## src/rtl/contador_ud_ctrl_if.sv

```systemverilog
// Request/step bundle between the seek/manual controller and its users.
// The counter value is fed back in on `count`.
interface contador_ud_ctrl_if #(
    parameter int W = 4
);
    logic         start;
    logic [W-1:0] target;
    logic         abort;
    logic         man_up;
    logic         man_down;
    logic [W-1:0] count;
    logic         up;
    logic         down;
    logic         busy;
    logic         done;

    modport master (
        output start, target, abort, man_up, man_down, count,
        input  up, down, busy, done
    );

    modport slave (
        input  start, target, abort, man_up, man_down, count,
        output up, down, busy, done
    );
endinterface

```

## src/rtl/contador_ud_ctrl.sv

```systemverilog
// Up/down counter sequencer: prescaled seek toward a latched target,
// plus edge-detected manual step buttons honoured only while idle.
module contador_ud_ctrl #(
    parameter int W   = 4,
    parameter int DIV = 4
) (
    input  logic               clk,
    input  logic               reset,
    contador_ud_ctrl_if.slave  bus
);
    localparam int PW = (DIV > 1) ? $clog2(DIV) : 1;
    localparam logic [PW-1:0] PMAX = PW'(DIV - 1);

    typedef enum logic {
        IDLE,
        SEEK
    } state_t;

    state_t        state_q, state_d;
    logic [PW-1:0] pre_q, pre_d;
    logic [W-1:0]  tgt_q, tgt_d;
    logic          mu_q, md_q;
    logic          up_q, up_d;
    logic          down_q, down_d;
    logic          busy_q, busy_d;
    logic          done_q, done_d;
    logic          rise_u, rise_d;

    assign rise_u = bus.man_up & ~mu_q;
    assign rise_d = bus.man_down & ~md_q;

    // History regs reset high so a button held through reset is not an edge
    always_ff @(posedge clk) begin
        if (!reset) begin
            state_q <= IDLE;
            pre_q   <= '0;
            tgt_q   <= '0;
            mu_q    <= 1'b1;
            md_q    <= 1'b1;
            up_q    <= 1'b0;
            down_q  <= 1'b0;
            busy_q  <= 1'b0;
            done_q  <= 1'b0;
        end else begin
            state_q <= state_d;
            pre_q   <= pre_d;
            tgt_q   <= tgt_d;
            mu_q    <= bus.man_up;
            md_q    <= bus.man_down;
            up_q    <= up_d;
            down_q  <= down_d;
            busy_q  <= busy_d;
            done_q  <= done_d;
        end
    end

    always_comb begin
        state_d = state_q;
        pre_d   = pre_q;
        tgt_d   = tgt_q;
        up_d    = 1'b0;
        down_d  = 1'b0;
        done_d  = 1'b0;
        unique case (state_q)
            IDLE: begin
                if (bus.start) begin
                    tgt_d   = bus.target;
                    state_d = SEEK;
                    pre_d   = '0;
                end else if (rise_u ^ rise_d) begin
                    up_d   = rise_u;
                    down_d = rise_d;
                end
            end
            SEEK: begin
                if (bus.abort) begin
                    state_d = IDLE;
                    pre_d   = '0;
                end else if (pre_q == PMAX) begin
                    pre_d = '0;
                    if (bus.count == tgt_q) begin
                        state_d = IDLE;
                        done_d  = 1'b1;
                    end else if (bus.count < tgt_q) begin
                        up_d = 1'b1;
                    end else begin
                        down_d = 1'b1;
                    end
                end else begin
                    pre_d = pre_q + PW'(1);
                end
            end
            default: begin
                state_d = IDLE;
                pre_d   = '0;
            end
        endcase
        busy_d = (state_d == SEEK);
    end

    assign bus.up   = up_q;
    assign bus.down = down_q;
    assign bus.busy = busy_q;
    assign bus.done = done_q;
endmodule

```

## src/flat_wrapper.sv

```systemverilog
// flat-port wrapper written by rule: the top's interface ports become plain ports
module contador_ud_ctrl_flat 
#(
    parameter int W   = 4,
    parameter int DIV = 4
)
  (clk, reset, bus_start, bus_target, bus_abort, bus_man_up, bus_man_down, bus_count, bus_up, bus_down, bus_busy, bus_done);
  contador_ud_ctrl_if #(.W(W)) bus_i ();
  input  logic clk;
  input  logic reset;
  input wire logic [$bits(bus_i.start)-1:0] bus_start;
  input wire logic [$bits(bus_i.target)-1:0] bus_target;
  input wire logic [$bits(bus_i.abort)-1:0] bus_abort;
  input wire logic [$bits(bus_i.man_up)-1:0] bus_man_up;
  input wire logic [$bits(bus_i.man_down)-1:0] bus_man_down;
  input wire logic [$bits(bus_i.count)-1:0] bus_count;
  output wire logic [$bits(bus_i.up)-1:0] bus_up;
  output wire logic [$bits(bus_i.down)-1:0] bus_down;
  output wire logic [$bits(bus_i.busy)-1:0] bus_busy;
  output wire logic [$bits(bus_i.done)-1:0] bus_done;
  assign bus_i.start = bus_start;
  assign bus_i.target = bus_target;
  assign bus_i.abort = bus_abort;
  assign bus_i.man_up = bus_man_up;
  assign bus_i.man_down = bus_man_down;
  assign bus_i.count = bus_count;
  assign bus_up = bus_i.up;
  assign bus_down = bus_i.down;
  assign bus_busy = bus_i.busy;
  assign bus_done = bus_i.done;
  contador_ud_ctrl #(.W(W), .DIV(DIV)) u_core (.clk(clk), .reset(reset), .bus(bus_i));
endmodule
```

## config.mk

```make
export PLATFORM = sky130hd
export DESIGN_NAME = contador_ud_ctrl_flat
export DESIGN_NICKNAME = d
export VERILOG_FILES = /design/src/rtl/contador_ud_ctrl_if.sv /design/src/rtl/contador_ud_ctrl.sv /design/src/flat_wrapper.sv
export SDC_FILE = /design/constraint.sdc
export NUM_CORES = 1
export LEC_CHECK = 0
export ABC_AREA = 0
export CAP_MARGIN = 30
export CORE_AREA = 2 2 39 41
export CTS_CLUSTER_DIAMETER = 80
export DETAILED_ROUTE_END_ITERATION = 10
export DIE_AREA = 0 0 41 43
export PLACE_DENSITY = 0.74
export SYNTH_ARGS = -nofsm -noshare
export SYNTH_HDL_FRONTEND = slang
export SYNTH_SLANG_ARGS = --single-unit
```

## constraint.sdc

```tcl
create_clock -name clk -period 2.57 [get_ports clk]
set_clock_uncertainty 0.2 [all_clocks]
set_input_delay 0.3855 -clock clk [delete_from_list [all_inputs] [get_ports clk]]
set_output_delay 0.3855 -clock clk [all_outputs]
set_load 0.05 [all_outputs]
```

==> results.py <==
metrics = {
    "setup_path": {
        "critPathMaxFanout": 6,
        "cp.buffers_inverters": 1,
        "crit_chain": "clkdlybuf4s50_1",
        "slowest_delay_ns": 0.83,
        "worst_setup_path_end_kind": "output pin",
        "timing.rr.end": "u_core.state_q$_SDFF_PN0_",
        "worst_path_max_delay_cell": "clkdlybuf4s50_1",
        "setup.worst_path.class": "register to output pin",
        "timing.rr.start": "u_core.tgt_q[3]$_SDFFE_PN0P_",
        "worstPathArrival_ns": 1.50,
        "critical_path.top_delay_family": "buffers and inverters",
        "startpoint_type": "register",
        "rr_worst_depth": 6,
        "cp.required_ns": 1.98,
        "reg2reg_slack_ns": 1.11,
    },
    "sta": {
        "min_period_over_period_pct": 81.3,
        "fin_ws_ns": 0.480,
        "finalSetupViolCount": 0,
        "fin_setup_tns_ns": 0,
        "slew_violations": 0,
        "worstMarginPinSlew_ns": 0.550,
        "slew_headroom_pct": 63.2,
        "fmax_mhz": 478,
        "post-route-min-period_ns": 2.09,
        "hold_ws_ns": 0.302,
        "hold_viol_final": 0,
        "rsz0062_at_grt": "false",
    },
    "layout": {
        "multi_input_area_sq_um": 297,
        "fill_cells": 138,
        "seqCellArea_sq_um": 240,
        "final_nets": 105,
        "post-route-util_pct": 56.5,
        "syn2layout_area_growth_pct": 38.0,
        "layout-drive-gt1-share_pct": 8.24,
        "antennaDiodeCount": 0,
    },
    "floorplan": {
        "core_sq_um": 1380,
        "die_height_um": 43,
        "ios": 18,
        "fp-row-count": 14,
        "die_w_um": 41,
        "die_area_sq_um": 1760,
        "initial_core_util_pct": 41.0,
    },
    "hold_path": {
        "worstHoldEndpoint": "u_core.bus.down$_SDFF_PN0_",
        "holdCritStartpoint": "u_core.md_q$_SDFF_PN1_",
        "holdPathStages": 3,
        "hold_class": "register to register",
    },
    "yosys": {
        "ys_async_sr_fraction_pct": 0,
        "synth-seq-cells": 12,
        "syn_inst": 66,
        "synth_edf_count": 0,
        "synth_flop_cell": "dfxtp_1",
        "synth_cell_type_count": 21,
        "syn_area_per_cell_sq_um": 8.59,
        "syn_nets": 85,
        "ys_seq_area_share_pct": 42.4,
        "ys_warn_count": 0,
        "synth_area_sq_um": 567,
    },
    "job": {
        "maxCapViolCount": 0,
    },
    "cts": {
        "post_cts_buffers": 0,
        "post_cts_resized": 0,
        "cts.path.max_buffers": 2,
        "path_clk_slew_ns": 0.08,
        "cts_hold_buf": 0,
        "cts_tree": "done",
        "cts.htree.levels": 1,
        "cts_root_buffer": "clkbuf_4",
        "clk-insertion-delay-late_ns": 0.27,
        "clock-sinks": 12,
        "cts_buffers": 3,
    },
    "power": {
        "ir_worst_vdd_uv": 254,
        "p_per_area_nw_per_um2": 534,
        "p_leak_nw": 0.310,
    },
    "drt": {
        "dr_wl_met2_um": 411,
        "vias": 477,
        "routedLengthMet1_um": 486,
        "totalWireLength_um": 983,
        "drc_errors": 0,
        "wl_per_cell_um": 9.73,
        "highest_layer": "met4",
        "first_pass_iters": 4,
        "wl_met3_um": 64,
        "drtIter0Drc": 3,
        "drtAntennaViolNets": 0,
        "via_per_inst": 4.72,
    },
    "global_route": {
        "grt_pass1_wl_mm": 1.59,
        "grt_max_degree": 13,
        "grt_pass1_vias": 383,
        "antenna_found_initial": 0,
        "grtUsageTotal_pct": 13.5,
        "overflow": 0,
    },
    "outcome": {
        "status": "finished clean",
    },
    "placement": {
        "hpwl_um": 793,
        "gp_congestion": 0.704,
        "dp_slack_ns": 0.594,
        "numPortBuffers": 17,
    },
}
## per-layer routing
layer  up-vias  global-route usage (%)
li1        258                       -
met1       200                    19.3
met2        15                    16.9
met3         4                    4.71
met4         0                    8.00
met5         -                       0
## sequential cells by signal, summed over array words and instances (netlist names)
signal	count
u_core.bus.down	1
u_core.state_q	1
u_core.bus.up	1
u_core.md_q	1
u_core.pre_q	2
u_core.mu_q	1
u_core.bus.done	1
u_core.tgt_q	4
## worst min-delay path, cell delays in order (launching register included)
cell       delay [ns]
dfxtp_1          0.31
nor2b_1          0.05
nand2_1          0.06
o2bb2ai_1        0.05
## synthesized netlist by cell type (2+ instances only)
| cell | number | share of area (%) |
|---|---|---|
| ha_1 | 5 | 11 |
| nor2b_1 | 8 | 8.8 |
| inv_2 | 3 | 2.0 |
| nor2_1 | 7 | 4.6 |
| dfxtp_1 | 12 | 42 |
| nand4_1 | 2 | 2.2 |
| nand2b_1 | 4 | 4.4 |
| inv_1 | 2 | 1.3 |
| a21oi_1 | 8 | 7.1 |
| nand2_1 | 4 | 2.6 |
## stage by stage
step                      cells  cell area (sq um)  total power [W]
after floorplan              66                567         0.000244
after global placement       97                746         0.000272
after detailed placement     97                746         0.000274
after CTS                   101                782         0.000421
after global routing        101                782         0.000441
final                       101                782         0.000417
## report_power, final
part           total [W]  switching [W]  internal, W
registers       0.000198     0.00000415     0.000194
logic          0.0000704      0.0000325    0.0000379
clock network   0.000149      0.0000630    0.0000860
total           0.000417      0.0000997     0.000318
## layout by cell type (no fill, tap or decap), drive strengths merged
cell type      Yosys  layout
clkdlybuf4s50      0      17
dfxtp             12      12
nor2b              8       8
a21oi              8       8
nor2               7       7
ha                 5       5
inv                5       5
nand2b             4       4
nand2              4       4
clkbuf             1       4
nand4              2       2
mux2i              1       1
and2b              1       1
nand3              1       1
nor3               1       1
o21a               1       1
o21ai              1       1
o2bb2ai            1       1
o32ai              1       1
nor3b              1       1
## worst max path at each step
stage	from	to	slack (ns)	cells after the start
final	u_core.state_q$_SDFF_PN0_	bus_busy	0.48	1
after global routing	u_core.state_q$_SDFF_PN0_	bus_busy	0.43	1
after CTS	u_core.state_q$_SDFF_PN0_	bus_busy	0.46	1
after detailed placement	bus_start	u_core.tgt_q[0]$_SDFFE_PN0P_	0.59	4
after global placement	bus_start	u_core.tgt_q[0]$_SDFFE_PN0P_	0.66	4
after floorplan	u_core.state_q$_SDFF_PN0_	u_core.bus.down$_SDFF_PN0_	1.13	4
## logic make-up (layout without fill, tap and decap cells)
group                      after synthesis  in the layout  share of synthesized area [%]
and+or+nand+nor                         29             29                           27.2
adders and majority gates                5              5                           11.0
DFF                                     12             12                           42.4
AOI/OAI and AO/OA                       12             12                           12.4
buffers and inverters                    7             26                           5.30
muxes                                    1              1                           1.77
## area by class of cell
class,instances,area share (%)
inverter,5,2.40
clock buffer,4,4.64
multi-input combinational,47,37.9
timing repair buffer,17,21.8
tap,16,2.56
sequential,12,30.7
No activity file was read; power rests on OpenSTA's default activity.
==> variant 1 (config.mk and constraints unchanged) <==
`DIV` is set to 4 in 2 places; all go to 2.
--- a/src/rtl/contador_ud_ctrl.sv
+++ b/src/rtl/contador_ud_ctrl.sv
@@ -2,7 +2,7 @@
 // plus edge-detected manual step buttons honoured only while idle.
 module contador_ud_ctrl #(
     parameter int W   = 4,
-    parameter int DIV = 4
+    parameter int DIV = 2
 ) (
     input  logic               clk,
     input  logic               reset,
--- a/src/flat_wrapper.sv
+++ b/src/flat_wrapper.sv
@@ -2,7 +2,7 @@
 module contador_ud_ctrl_flat 
 #(
     parameter int W   = 4,
-    parameter int DIV = 4
+    parameter int DIV = 2
 )
   (clk, reset, bus_start, bus_target, bus_abort, bus_man_up, bus_man_down, bus_count, bus_up, bus_down, bus_busy, bus_done);
   contador_ud_ctrl_if #(.W(W)) bus_i ();
Check against the original RTL: not equivalent (Yosys sat finds a counterexample within 4 cycles, from zero or initial values and one cycle with reset low).
==> variant 1 against the unedited design <==
Worst hold slack better by 0.026 ns; cell area is 6.7% lower; final cell count is 6.9% lower; critical path type unchanged; largest power group unchanged; non-clock buffer count stayed put; sequential cell count is 1 lower; largest cell class unchanged; wire length is 3.5% lower; worst setup slack worse by 0.028 ns; synthesized area is 7.5% lower; total power is 12% lower; maximum frequency is 1.3% lower.
==> variant 1: results (changes against the unedited design) <==
drive_gt1_share_pct: 8.97  # was 8.24%
synth_cells: 58  # was 66
multiInputGateArea_sq_um: 274  # was 297 sq um
buffer_area_share_pct: 23.3  # was 21.8%
drt_iter0_drc: 4  # was 3
grtUsageMet2_pct: 23.8  # was 16.9%
wl_met2_microns: 456  # was 411 microns
worst-path-max-fanout: 5  # was 6
io_buffer_count: 17  # unchanged
dpl_cell_area_sq_um: 703  # was 746 sq um
status: "finished clean"  # unchanged
design_area_sq_um: 729  # was 782 sq um
final_cells: 94  # was 101
synthDistinctLibCells: 20  # was 21
routabilityCongestion: 0.714  # was 0.704
post-dp-hpwl_microns: 761  # was 793 microns
grt_usage_pct: 14.3  # was 13.5%
clkPwrFrac_pct: 31.4  # was 35.7%
post-place-ws_ns: 0.626  # was 0.594 ns
multi_input_cells: 41  # was 47
fin_nets: 97  # was 105
grt_pass1_vias: 446  # was 383
peakVddDrop_v: 0.000237  # was 0.000254 V
power_density_mw_per_mm2: 501  # was 534 mW/mm^2
wl_per_cell_microns: 10.1  # was 9.73 microns
synth_common_cells: "11 x dfxtp_1, 6 x a21oi_1, 6 x nor2_1, 5 x inv_1, 5 x nor2b_1"  # was 12 x dfxtp_1, 8 x a21oi_1, 8 x nor2b_1, 7 x nor2_1, 5 x ha_1
dp.cells: 90  # was 97
grt_pass1_wl_microns: 1610  # was 1590 microns
synth_area_leaders: "dfxtp_1 42%, ha_1 9.5%, nor2b_1 6.0%, a21oi_1 5.7%, nor2_1 4.3%"  # was dfxtp_1 42%, ha_1 11%, nor2b_1 8.8%, a21oi_1 7.1%, nor2_1 4.6%
arrival_ns: 1.53  # was 1.50 ns
vias_per_cell: 4.73  # was 4.72
clock_sink_count: 11  # was 12
pwr-share-seq_pct: 50.0  # was 47.4%
regArea_sq_um: 220  # was 240 sq um
firstDrtPassIters: 2  # was 4
whs_path_depth: 2  # was 3
grt_use_met1_pct: 13.6  # was 19.3%
critical-path-top-delay-family: "buffers and inverters"  # unchanged
grt_max_degree: 11  # was 13
leakagePower_uw: 0.000302  # was 0.000310 uW
clk_pin_slew_worst_paths_ns: 0.07
seq_area_frac_synth_pct: 42.0  # was 42.4%
tightest_slew_ns: 0.496  # was 0.550 ns
nFillCells: 134  # was 138
p_sw_share_pct: 24.7  # was 23.9%
syn_nets: 76  # was 85
grtUsageMet3_pct: 3.14  # was 4.71%
-- variant 1: changes by cell type in the layout (fill, tap and decap cells not counted), sizes merged, moves of 2 or more --
cell,change
nand4,-2
a21oi,-2
or2b,+2
and2,+2
nor2b,-2
nand2b,-2
-- variant 1: cells by family after synthesis --
| logic type | after synthesis | synth area share [%] |
|---|---|---|
| AO/OA/AOI/OAI | 11 | 13.4 |
| adder cells (fa/ha/maj) | 4 | 9.55 |
| buffers and inverters | 6 | 5.73 |
| flip-flops | 11 | 42.0 |
| multiplexers | 1 | 1.91 |
| AND/OR/NAND/NOR | 25 | 27.4 |
-- variant 1: final timing paths --
| check | end | from | slack, ns |
|---|---|---|---|
| worst max register to register | u_core.bus.down | u_core.tgt_q[3] | 1.10 |
| worst min-delay path | u_core.tgt_q[0] | u_core.tgt_q[0] | 0.33 |
| worst min register to register | u_core.tgt_q[0] | u_core.tgt_q[0] | 0.33 |
| worst max-delay path | bus_busy | u_core.state_q | 0.45 |
==> variant 2 (same settings) <==
Made on the original files. Make the reset (`reset`) asynchronous in one clocked block.
--- a/src/rtl/contador_ud_ctrl.sv
+++ b/src/rtl/contador_ud_ctrl.sv
@@ -30,7 +30,7 @@
     assign rise_d = bus.man_down & ~md_q;
 
     // History regs reset high so a button held through reset is not an edge
-    always_ff @(posedge clk) begin
+    always_ff @(posedge clk or negedge reset) begin
         if (!reset) begin
             state_q <= IDLE;
             pre_q   <= '0;
Formal check against the unedited RTL: differs if reset is asserted again (counterexample within 4 cycles, from zero or initial values and one cycle with reset low); with reset held inactive, the same outputs for 10 cycles.
==> variant 2 against the unedited design <==
Largest cell class is now sequential cells; total power increased by 19%; critical path type unchanged; register-to-register slack got worse by 0.05 ns; worst setup slack got worse by 0.0097 ns; sequential cell count unchanged; synthesized area increased by 1.1%; cell area increased by 1.8%; wire length increased by 1.8%.
==> variant 2: results (changes against the unedited design) <==
wl_met2_microns: 443  # was 411 microns
synth_ff_type: "dfrtp_1"  # was dfxtp_1
reg2reg_slack_ns: 1.06  # was 1.11 ns
leakagePower_uw: 0.000368  # was 0.000310 uW
drt_iter0_drc: 6  # was 3
regArea_sq_um: 303  # was 240 sq um
synthArstFlopShare_pct: 100  # was 0%
syn_nets: 74  # was 85
synth_cells: 55  # was 66
dpl_cell_area_sq_um: 759  # was 746 sq um
reg2reg_from: "u_core.tgt_q[3]"  # unchanged
wl_met1_microns: 458  # was 486 microns
vias_per_cell: 4.91  # was 4.72
buffers: 18  # was 17
status: "finished clean"  # unchanged
buffer_area_share_pct: 22.3  # was 21.8%
grt_pass1_vias: 430  # was 383
switchingPower_uw: 137  # was 99.7 uW
post-dp-hpwl_microns: 760  # was 793 microns
fin_nets: 96  # was 105
clk_share_pct: 4.56  # was 4.64%
seq_area_frac_synth_pct: 52.8  # was 42.4%
grt_pass1_wl_microns: 1810  # was 1590 microns
grt_use_met1_pct: 19.5  # was 19.3%
grt_usage_pct: 15.4  # was 13.5%
wl_met3_microns: 63  # was 64 microns
r2r_end: "u_core.state_q"  # unchanged
fin_crit_ns: 2.10  # was 2.09 ns
design_area_sq_um: 796  # was 782 sq um
drive_gt1_share_pct: 14.5  # was 8.24%
grtUsageMet2_pct: 22.5  # was 16.9%
-- variant 2: cell types whose count changed in the layout (fill, tap and decap cells not counted), moves of 2 or more --
cell,delta
a21oi_1,-6
dfrtp_1,+10
dfstp_2,+2
dfxtp_1,-12
inv_1,+3
inv_2,-3
nand2_1,+5
nand2b_1,-3
nand4_1,-2
nor2_1,-2
nor2b_1,-6
o21ai_0,+5
-- variant 2: logic make-up (layout without fill, tap and decap cells) --
group | Yosys count | count (layout) | synth area share, %
compound gates | 11 | 11 | 12.2
fa+ha+maj | 5 | 5 | 10.9
buf+inv | 6 | 27 | 5.24
flops | 12 | 12 | 52.8
mux | 1 | 1 | 2.62
simple gates | 20 | 20 | 16.2
-- variant 2: power groups by stage --
stage	Sequential (uW)	Clock (uW)	Combinational (uW)
2_1_floorplan	239	0	68.0
3_3_place_gp	228	0	121
3_5_place_dp	228	0	125
4_1_cts	225	152	126
5_1_grt	229	166	143
6_report	224	149	124
